<file path="src/rtl/dir_pkg.sv">
// Direction codes and helpers shared by the joystick input path.
// Codes: 00 up, 01 down, 10 left, 11 right; opposite = code ^ 01.
package dir_pkg;

   localparam int DIR_W = 2;

   localparam logic [DIR_W-1:0] DIR_UP    = 2'b00;
   localparam logic [DIR_W-1:0] DIR_DOWN  = 2'b01;
   localparam logic [DIR_W-1:0] DIR_LEFT  = 2'b10;
   localparam logic [DIR_W-1:0] DIR_RIGHT = 2'b11;

   function automatic logic [DIR_W-1:0] dir_opposite(
      input logic [DIR_W-1:0] i_d
   );
      return i_d ^ 2'b01;
   endfunction

endpackage

</file>
<file path="src/rtl/btn_sync_db.sv">
// One button channel: 2-flop synchroniser, debounce, stable level, press pulse.
// Ports: clk, reset (sync, active-high), i_btn_n (raw, low = pressed),
//        o_state (debounced, 1 = pressed), o_down (1-cycle pulse on press).
module btn_sync_db
   import dir_pkg::*;
#(
   parameter int DEBOUNCE_CYCLES = 250000
) (
   input  logic clk,
   input  logic reset,
   input  logic i_btn_n,
   output logic o_state,
   output logic o_down
);

   localparam int CW = $clog2(DEBOUNCE_CYCLES);
   localparam logic [CW-1:0] C_MAX = CW'(DEBOUNCE_CYCLES - 1);

   logic          r_sync1;
   logic          r_sync2;
   logic          r_stable;
   logic          r_down;
   logic [CW-1:0] r_cnt;

   logic w_level;
   logic w_diff;
   logic w_done;

   assign w_level = ~r_sync2;
   assign w_diff  = w_level != r_stable;
   assign w_done  = w_diff && (r_cnt == C_MAX);

   always_ff @(posedge clk) begin
      if (reset) begin
         r_sync1  <= 1'b1;
         r_sync2  <= 1'b1;
         r_stable <= 1'b0;
         r_down   <= 1'b0;
         r_cnt    <= '0;
      end else begin
         r_sync1 <= i_btn_n;
         r_sync2 <= r_sync1;
         // pulse only on the rising edge of the stable level
         r_down  <= w_done && w_level;
         if (!w_diff) begin
            r_cnt <= '0;
         end else if (w_done) begin
            r_stable <= w_level;
            r_cnt    <= '0;
         end else begin
            r_cnt <= r_cnt + 1'b1;
         end
      end
   end

   assign o_state = r_stable;
   assign o_down  = r_down;

endmodule

</file>
<file path="src/rtl/dir_input_queue.sv">
// Debounced buttons -> filtered direction commands -> FIFO, one pop per tick.
// Ports: clk, reset, btn_n_i, tick_i; btn_state_o, btn_down_o, dir_o,
//        dir_upd_o, q_count_o, overflow_o.
// Macro DIR_REVERSE_FILTER_EN: also drop 180-degree reversals.
module dir_input_queue
   import dir_pkg::*;
#(
   parameter int               N_BTN           = 4,
   parameter int               DEBOUNCE_CYCLES = 250000,
   parameter int               DEPTH           = 4,
   parameter logic [DIR_W-1:0] INIT_DIR        = 2'b11
) (
   input  logic                     clk,
   input  logic                     reset,
   input  logic [N_BTN-1:0]         btn_n_i,
   input  logic                     tick_i,
   output logic [N_BTN-1:0]         btn_state_o,
   output logic [N_BTN-1:0]         btn_down_o,
   output logic [DIR_W-1:0]         dir_o,
   output logic                     dir_upd_o,
   output logic [$clog2(DEPTH):0]   q_count_o,
   output logic                     overflow_o
);

   localparam int PW   = $clog2(DEPTH);
   localparam int CNTW = PW + 1;

   for (genvar g = 0; g < N_BTN; g++) begin : g_btn
      btn_sync_db #(
         .DEBOUNCE_CYCLES(DEBOUNCE_CYCLES)
      ) u_db (
         .clk     (clk),
         .reset   (reset),
         .i_btn_n (btn_n_i[g]),
         .o_state (btn_state_o[g]),
         .o_down  (btn_down_o[g])
      );
   end

   logic [DIR_W-1:0] r_fifo [DEPTH];
   logic [PW-1:0]    r_wr_ptr;
   logic [PW-1:0]    r_rd_ptr;
   logic [CNTW-1:0]  r_count;
   logic [DIR_W-1:0] r_dir;
   logic             r_dir_upd;
   logic             r_ovf;

   logic             w_cand_vld;
   logic [DIR_W-1:0] w_cand;
   logic [DIR_W-1:0] w_ref;
   logic             w_rev;
   logic             w_req;
   logic             w_full;
   logic             w_pop;
   logic             w_push;
   logic             w_drop_full;

   // scan downward so the lowest set index is the last one written
   always_comb begin
      w_cand = '0;
      for (int i = N_BTN - 1; i >= 0; i--) begin
         if (btn_down_o[i]) w_cand = DIR_W'(i % 4);
      end
   end

   assign w_cand_vld = |btn_down_o;
   assign w_ref      = (r_count != '0) ? r_fifo[r_wr_ptr - 1'b1] : r_dir;

`ifdef DIR_REVERSE_FILTER_EN
   assign w_rev = w_cand == dir_opposite(w_ref);
`else
   assign w_rev = 1'b0;
`endif

   assign w_req       = w_cand_vld && (w_cand != w_ref) && !w_rev;
   assign w_full      = r_count == CNTW'(DEPTH);
   assign w_pop       = tick_i && (r_count != '0);
   // a pop in the same cycle frees the slot a full FIFO needs
   assign w_push      = w_req && (!w_full || w_pop);
   assign w_drop_full = w_req && w_full && !w_pop;

   always_ff @(posedge clk) begin
      if (w_push) r_fifo[r_wr_ptr] <= w_cand;
   end

   always_ff @(posedge clk) begin
      if (reset) begin
         r_wr_ptr  <= '0;
         r_rd_ptr  <= '0;
         r_count   <= '0;
         r_dir     <= INIT_DIR;
         r_dir_upd <= 1'b0;
         r_ovf     <= 1'b0;
      end else begin
         r_dir_upd <= 1'b0;
         if (w_push) r_wr_ptr <= r_wr_ptr + 1'b1;
         if (w_pop) begin
            r_rd_ptr  <= r_rd_ptr + 1'b1;
            r_dir     <= r_fifo[r_rd_ptr];
            r_dir_upd <= r_fifo[r_rd_ptr] != r_dir;
         end
         if (w_push && !w_pop) r_count <= r_count + 1'b1;
         else if (w_pop && !w_push) r_count <= r_count - 1'b1;
         if (w_drop_full) r_ovf <= 1'b1;
      end
   end

   assign dir_o      = r_dir;
   assign dir_upd_o  = r_dir_upd;
   assign q_count_o  = r_count;
   assign overflow_o = r_ovf;

endmodule

</file>
<file path="config.mk">
export PLATFORM = sky130hd
export DESIGN_NAME = dir_input_queue
export DESIGN_NICKNAME = d
export VERILOG_FILES = /design/src/rtl/dir_pkg.sv /design/src/rtl/btn_sync_db.sv /design/src/rtl/dir_input_queue.sv
export SDC_FILE = /design/constraint.sdc
export NUM_CORES = 1
export LEC_CHECK = 0
export BUFFER_PORTS_ARGS = -buffer_cell sky130_fd_sc_hd__buf_4
export CORE_ASPECT_RATIO = 0.6
export CORE_MARGIN = 2
export CORE_UTILIZATION = 45
export CTS_CLUSTER_DIAMETER = 100
export DETAILED_ROUTE_END_ITERATION = 10
export HOLD_SLACK_MARGIN = 0.12
export PLACE_DENSITY = 0.74
export RECOVER_POWER = 100
export SYNTH_ARGS = -nofsm -noshare
export SYNTH_HDL_FRONTEND = slang
export SYNTH_HIERARCHICAL = 1
export SYNTH_SLANG_ARGS = --single-unit
</file>
<file path="constraint.sdc">
create_clock -name clk -period 3 [get_ports clk]
set_input_delay 0.15 -clock clk [delete_from_list [all_inputs] [get_ports clk]]
set_output_delay 0.15 -clock clk [all_outputs]
set_load 0.05 [all_outputs]
</file>
==> results.md, run 1 <==
- Syn Nets: 522
- Leak Pwr: 0.00168 uW
- Clk_lat worst skew: 350 ps
- # DRC: 0
- Post-synthesis async set-or-reset flop share: 0
- Area grow syn2layout: 11.4%
- Worst path cell trace: inv_1 > ha_4 > mux4_2 > mux2i_4 > xor2_1 > a21oi_2 > ha_1 > inv_1 > fa_1 > xor2_1 > or3_1 > a21oi_1
- Hpwl dp: 6910 um
- Largest net degree at the start of global routing: 31
- Initial DRC count: 255
- H-tree Lvls: 3
- Cell Area, Synth: 4880 um2
- Post-DRT Antenna Nets: 0
- Cell family with most CP delay: adder cells
- Setup-failing EPs final: 0
- First-pass GRT wire length: 16800 um
- Crit-path max FO: 4
- Relative slew slack: 0.488
- I/O pin count: 22
- Routed WL: 9890 um
- CP endpoint kind: flop
- Vias in the first global route: 3521
- Post-layout min period: 2910 ps
- Hold Vio Cnt, Final: 0
- Unrepaired setup endpoints after global routing: no
- Synthesis Warnings: 6
- Max Clock Freq: 0.344 GHz
- Row Count: 29
- Die ar.: 11700 um2
- Tcrit/Tclk final: 0.970
- Min-delay worst type: input pin to flop
- Starting Density: 0.462
- Core Area: 10600 um2
- Power Density: 584 nW/um2
- Drt wl/cell: 14.6 um
- CTS clk-pin slew, worst paths: 70 ps
- TritonCTS Buffers: 9
- Setup TNS: 0 ps
- #FFs+latches synth: 109
- Initial antenna violation count: 0
- Crit-path max cell delay: 380 ps
- Count of final max-slew check failures: 0
- CTS sink cnt: 109
- Vias per cell: 5.34
- Share of layout cells above drive strength 1: 0.123
- Run status: completed
- Via count: 3613
- Util after Layout: 0.515
- Syn Inst Count: 505
- Final Skew: 7.68 ps
- Critical path's slowest cell: fa_1
- Buf+Inv Stages, Crit Path: 2
- Synth cell types: 44
- CP arrival: 3180 ps
- Die height: 84.7 um
- Number of antenna diodes: 0
- Top FF cell, synth: dfxtp_1
- CTS tree: done
- Grt ovf: 0
- I/O Buffers: 21
- All-layer global routing usage: 0.175
- Max-Cap Viols: 0
- Slew @ Worst Pin: 761 ps
- Clock Path Buffers: 2
- Mapped Avg Cell Area: 9.66 um2
- CP startpoint kind: flop
- DR pass1 iterations: 5
- WP data required: 3270 ps
- Tot Pwr: 3170 uW
- Final net count: 549
- Post-synth EDFFs: 8
- Fillers: 933
- Routability Congestion: 0.840
- Maximum VDD drop: 0.000337 V
- Root buffer cell: clkbuf_16
- Sequential share of the synthesized area: 0.464
- Critical path class: flop to flop
- DIE WIDTH: 138 um
flip-flops by register name, summed over array words and instances (netlist names), named ones only:
| signal | cells |
|---|---|
| g_btn.u_db/r_cnt | 72 |
| r_fifo | 8 |
| g_btn.u_db/o_down | 4 |
| g_btn.u_db/o_state | 4 |
| g_btn.u_db/r_sync1 | 4 |
| g_btn.u_db/r_sync2 | 4 |
| q_count_o | 3 |
| dir_o | 2 |
| r_rd_ptr | 2 |
| r_wr_ptr | 2 |
| dir_upd_o | 1 |
| overflow_o | 1 |
cells in the final DEF, fill, tap and decap left out, types with 3 or more instances in the layout:
cell	synthesis	routed
clkbuf_1	2	16
and2_0	0	4
a21o_1	4	4
nand4_1	20	20
a21oi_1	23	23
nor3_1	14	17
dlygate4sd3_1	0	4
a311oi_1	4	4
nand3_1	12	12
and4_1	8	8
or4_1	8	8
nand3_2	4	4
or4b_2	5	5
a21oi_2	5	5
ha_1	9	8
nand2b_1	12	12
edfxtp_1	8	8
o21ai_0	14	14
or4_4	4	4
nor2_1	64	64
buf_4	8	6
or4bb_1	4	4
and4_2	4	4
mux2i_1	4	3
clkbuf_4	0	4
mux4_2	4	4
inv_1	20	20
and2_1	8	4
o31ai_1	8	8
clkbuf_16	0	9
or2_2	8	8
xnor2_1	27	27
nand2_1	24	24
dfxtp_1	101	100
nor4_1	4	4
or3_1	14	14
xor2_1	28	28
synth_stat cells, types with 2 or more instances:
cell / n / area [um2]
o21ai_0: 14 / 70.1
nand4_1: 20 / 125
mux2i_1: 4 / 40.0
a21oi_1: 23 / 115
mux4_2: 4 / 90.1
edfxtp_1: 8 / 240
a211o_1: 2 / 17.5
a21o_1: 4 / 30.0
nor2_1: 64 / 240
o31ai_1: 8 / 60.1
or4b_2: 5 / 50.1
nor3_2: 4 / 40.0
nand2_1: 24 / 90.1
nor3_1: 14 / 70.1
dfxtp_1: 101 / 2020
nor2b_1: 2 / 12.5
nand3_1: 12 / 60.1
or4_1: 8 / 60.1
a311oi_1: 4 / 35.0
or4_4: 4 / 45.0
and4_2: 4 / 40.0
and4_1: 8 / 70.1
inv_1: 20 / 75.1
nand3_2: 4 / 40.0
or2_2: 8 / 50.1
and2_1: 8 / 50.1
nand2b_1: 12 / 75.1
nor4_1: 4 / 25.0
or3_1: 14 / 87.6
xnor2_1: 27 / 236
xor2_1: 28 / 245
ha_1: 9 / 113
buf_2: 4 / 20.0
clkbuf_1: 2 / 7.51
or4bb_1: 4 / 45.0
a21oi_2: 5 / 43.8
buf_4: 8 / 60.1
final cells by class:
type,count,area [um2],share of cell area
Clock inverter,5,32.5,0.00598
Tap cell,139,174,0.0320
Clock buffer,11,253,0.0465
Timing Repair Buffer,30,175,0.0322
Inverter,21,78.8,0.0145
Sequential cell,109,2260,0.416
Multi-Input combinational cell,361,2460,0.452
stage by stage:
stage | cells | worst slack, ps | instance area [um2] | hold WS [ps]
global route | 676 | 12.9 | 5440 | 204
floorplan | 505 | 44.4 | 4880 | 222
finish | 676 | 89.8 | 5440 | 187
CTS | 673 | 9.38 | 5460 | 166
global placement | 653 | 206 | 5140 | 336
detailed placement | 653 | -14.0 | 5140 | 337
final timing paths:
| kind | startpoint | end | slack (ps) | cells after the start |
|---|---|---|---|---|
| max | r_wr_ptr[1] | q_count_o[2] | 90 | 12 |
| min | reset | r_rd_ptr[0] | 190 | 2 |
| max reg2reg | r_wr_ptr[1] | q_count_o[2] | 90 | 12 |
| min reg2reg | g_btn[3].u_db/r_sync1 | g_btn[3].u_db/r_sync2 | 410 | 1 |
what timing repair did:
action,in CTS,in global routing
pin swaps,1,1
buffers inserted,0,3
gates resized for setup,1,6
endpoints found under the setup margin,1,1
hold endpoints to repair,4,0
hold buffers,4,0
cloned,0,0
power by group:
part	leakage, uW	switching [uW]	internal (uW)
sequential	0.000910	60.6	1510
combinational	0.000632	286	181
clock	0.000142	527	609
total	0.00168	874	2300
cell families after synthesis:
kind of cell,count (synthesis),share of synthesized area
simple gates,223,0.262
flops,109,0.464
fa+ha+maj,10,0.0272
mux,9,0.0298
buf+inv,35,0.0341
compound gates,64,0.0849
xor+xnor,55,0.0987
per-layer routing:
layer | global-route usage | up-vias | share of wire
met5 | 0 | - | 0
met4 | 0.0464 | 0 | 0.011
met2 | 0.281 | 59 | 0.46
met1 | 0.230 | 1706 | 0.48
met3 | 0.0548 | 11 | 0.049
li1 | - | 1837 | -
Power figures use the tool's default switching activity.
==> run 2, diff against run 1 <==
ABC_AREA = 1   (was not set)
==> run 2 against run 1 <==
Effect of this change: combinational power decreased by 17%; largest power group unchanged; total power is 0.60% lower; worst hold slack got worse by 50 ps; global-route usage is 0.77 points lower; fmax grew 8.1%; register-to-register slack better by 220 ps; final area grew 10%; core utilization down 1.2 points; critical endpoint unchanged; critical path depth increased by 3; die area rose by 11%; area after synthesis increased by 11%; final cell count is 40% higher.
==> results.md, run 2 <==
- FF-to-FF path depth: 15
- First-pass GRT wire length: 17600 um
- Power Density: 527 nW/um2
- Final Skew: 7.19 ps
- CP endpoint kind: flop
- Post-synthesis async set-or-reset flop share: 0
- Biggest register: g_btn.u_db/r_cnt
- Util after Layout: 0.503
- H-tree Lvls: 3
- DIE WIDTH: 146 um
- Unrepaired setup endpoints after global routing: no
- Combinational Power Share: 0.124
- Final net count: 796
- Min-delay worst type: input pin to flop
- Net Sw Frac: 0.273
- Grt ovf: 0
- Row Count: 31
- Hold Vio Cnt, Final: 0
- Post-DRT Antenna Nets: 0
- Clk pwr share: 0.385
- CTS clk-pin slew, worst paths: 70 ps
- DR pass1 iterations: 5
- Top FF cell, synth: dfxtp_1
- Initial antenna violation count: 0
- Drt wl/cell: 10.8 um
- Maximum VDD drop: 0.000259 V
- I/O pin count: 22
- Syn Nets: 763
- Clk_lat worst skew: 340 ps
- Synth cell types: 31
- Die height: 89.0 um
- Post-layout min period: 2690 ps
- Core Area: 11900 um2
- Synth top area cells: dfxtp_1, nand2_1, nor2_1, inv_1, xor2_1
- Starting Density: 0.456
- Commonest cells after routing, fill and taps aside: nand2_1, nor2_1, dfxtp_1
- Tcrit/Tclk final: 0.898
- # DRC: 0
- Post-synth EDFFs: 8
- Setup TNS: 0 ps
- Post-synth top cells: nand2_1, nor2_1, dfxtp_1, inv_1, nand3_1
- Setup-failing EPs final: 0
- Regs by FF count: g_btn.u_db/r_cnt: 72 flops, r_fifo: 8 flops
- Critical path class: flop to flop
- Hold-critical path depth: 2
- Top-area cell type share of the netlist area: 0.373
- Root buffer cell: clkbuf_16
- Routability Congestion: 0.854
- Initial DRC count: 277
- Mapped Avg Cell Area: 7.27 um2
- Max Clock Freq: 0.371 GHz
- Leak Pwr: 0.00210 uW
- Max reg flops: 72
- WP data required: 3230 ps
- TritonCTS Buffers: 9
- Net Switching: 862 uW
- CP arrival: 2930 ps
- Max-Cap Viols: 0
- CTS sink cnt: 109
- Post-CTS Resized: 0
- CP startpoint kind: flop
- Count of final max-slew check failures: 0
- Tot Pwr: 3160 uW
- Run status: completed
- Syn Inst Count: 746
- Internal power: 2290 uW
- Hpwl dp: 7610 um
- I/O Buffers: 21
- Area grow syn2layout: 10.4%
- Reg power frac: 0.492
- Setup repair bufs after CTS: 0
- Post-synth top area cell: dfxtp_1
- Sequential share of the synthesized area: 0.417
- Via count: 4384
- Cell Area, Synth: 5420 um2
- Synthesis Warnings: 6
- Share of layout cells above drive strength 1: 0.0931
- Clock Path Buffers: 2
- Relative slew slack: 0.517
- Vias per cell: 4.62
- Die ar.: 13000 um2
- Vias in the first global route: 3779
- CTS tree: done
- #FFs+latches synth: 109
- Most common cell in the synthesized netlist: nand2_1
- Slew @ Worst Pin: 722 ps
- Largest net degree at the start of global routing: 22
- All-layer global routing usage: 0.167
- Number of antenna diodes: 0
- Routed WL: 10300 um
- Crit-path max FO: 7
- Commonest non-fill, non-tap cell in the layout: nand2_1
run 2: critical path, cell delays in order, from the launching register on:
cell     delay [ps]
dfxtp_1         360
nor2_1           70
nor3_1          540
inv_1            90
nand3_1         100
nand2_1          90
nand2_4         100
nand3_4         100
inv_1            80
ha_1            140
inv_1            70
fa_1            370
a21oi_1         140
o21ai_0         110
o21ai_0         150
a21oi_1          50
run 2: cells by family (layout without fill, tap and decap cells):
group,Yosys count,count (layout),synth area share
xor gates and xnor gates,46,46,0.0743
adders and majority gates,10,10,0.0245
AOI/OAI and AO/OA,50,50,0.0524
and+or+nand+nor,445,445,0.367
DFF,109,109,0.417
buffers and inverters,86,124,0.0651
run 2: layer usage:
layer / up-vias / part of all wire / GRT usage
li1: 2389 / - / -
met1: 1924 / 0.57 / 0.246
met2: 63 / 0.39 / 0.245
met3: 8 / 0.037 / 0.0403
met4: 0 / 0.010 / 0.0437
met5: - / 0 / 0
run 2: final cells by class:
class | instances | area (um2)
fill | 1196 | 5920
multi-input combinational | 551 | 2750
sequential | 109 | 2260
inverter | 82 | 308
clock buffer | 10 | 239
tap | 165 | 206
timing repair buffer | 26 | 149
clock inverter | 6 | 68.8
run 2: what timing repair did:
action | in CTS | in global routing
hold endpoints to repair | 4 | 0
hold buffers | 4 | 0
endpoints found under the setup margin | 0 | 0
run 2: stage by stage:
stage	std cells	area [um2]	hold slack (ps)	setup WS [ps]
final	949	5990	136	307
after global routing	949	5990	168	94.0
after floorplan	746	5420	219	431
after global placement	929	5750	339	437
after CTS	949	6100	145	376
after detailed placement	929	5750	340	387
run 2: path summary, 6_finish.rpt:
| check | end | slack, ps | startpoint |
|---|---|---|---|
| max | q_count_o[2] | 310 | g_btn[3].u_db/o_down |
| min | overflow_o | 140 | reset |
| max reg2reg | q_count_o[2] | 310 | g_btn[3].u_db/o_down |
| min reg2reg | g_btn[3].u_db/r_sync2 | 410 | g_btn[3].u_db/r_sync1 |
run 2: power by group through the flow:
stage,sequential (uW),combinational (uW),clock (uW)
6_report,1550,390,1210
5_1_grt,1560,430,1310
4_1_cts,1550,426,1250
3_5_place_dp,1590,422,0
3_3_place_gp,1590,415,0
2_1_floorplan,1670,238,0
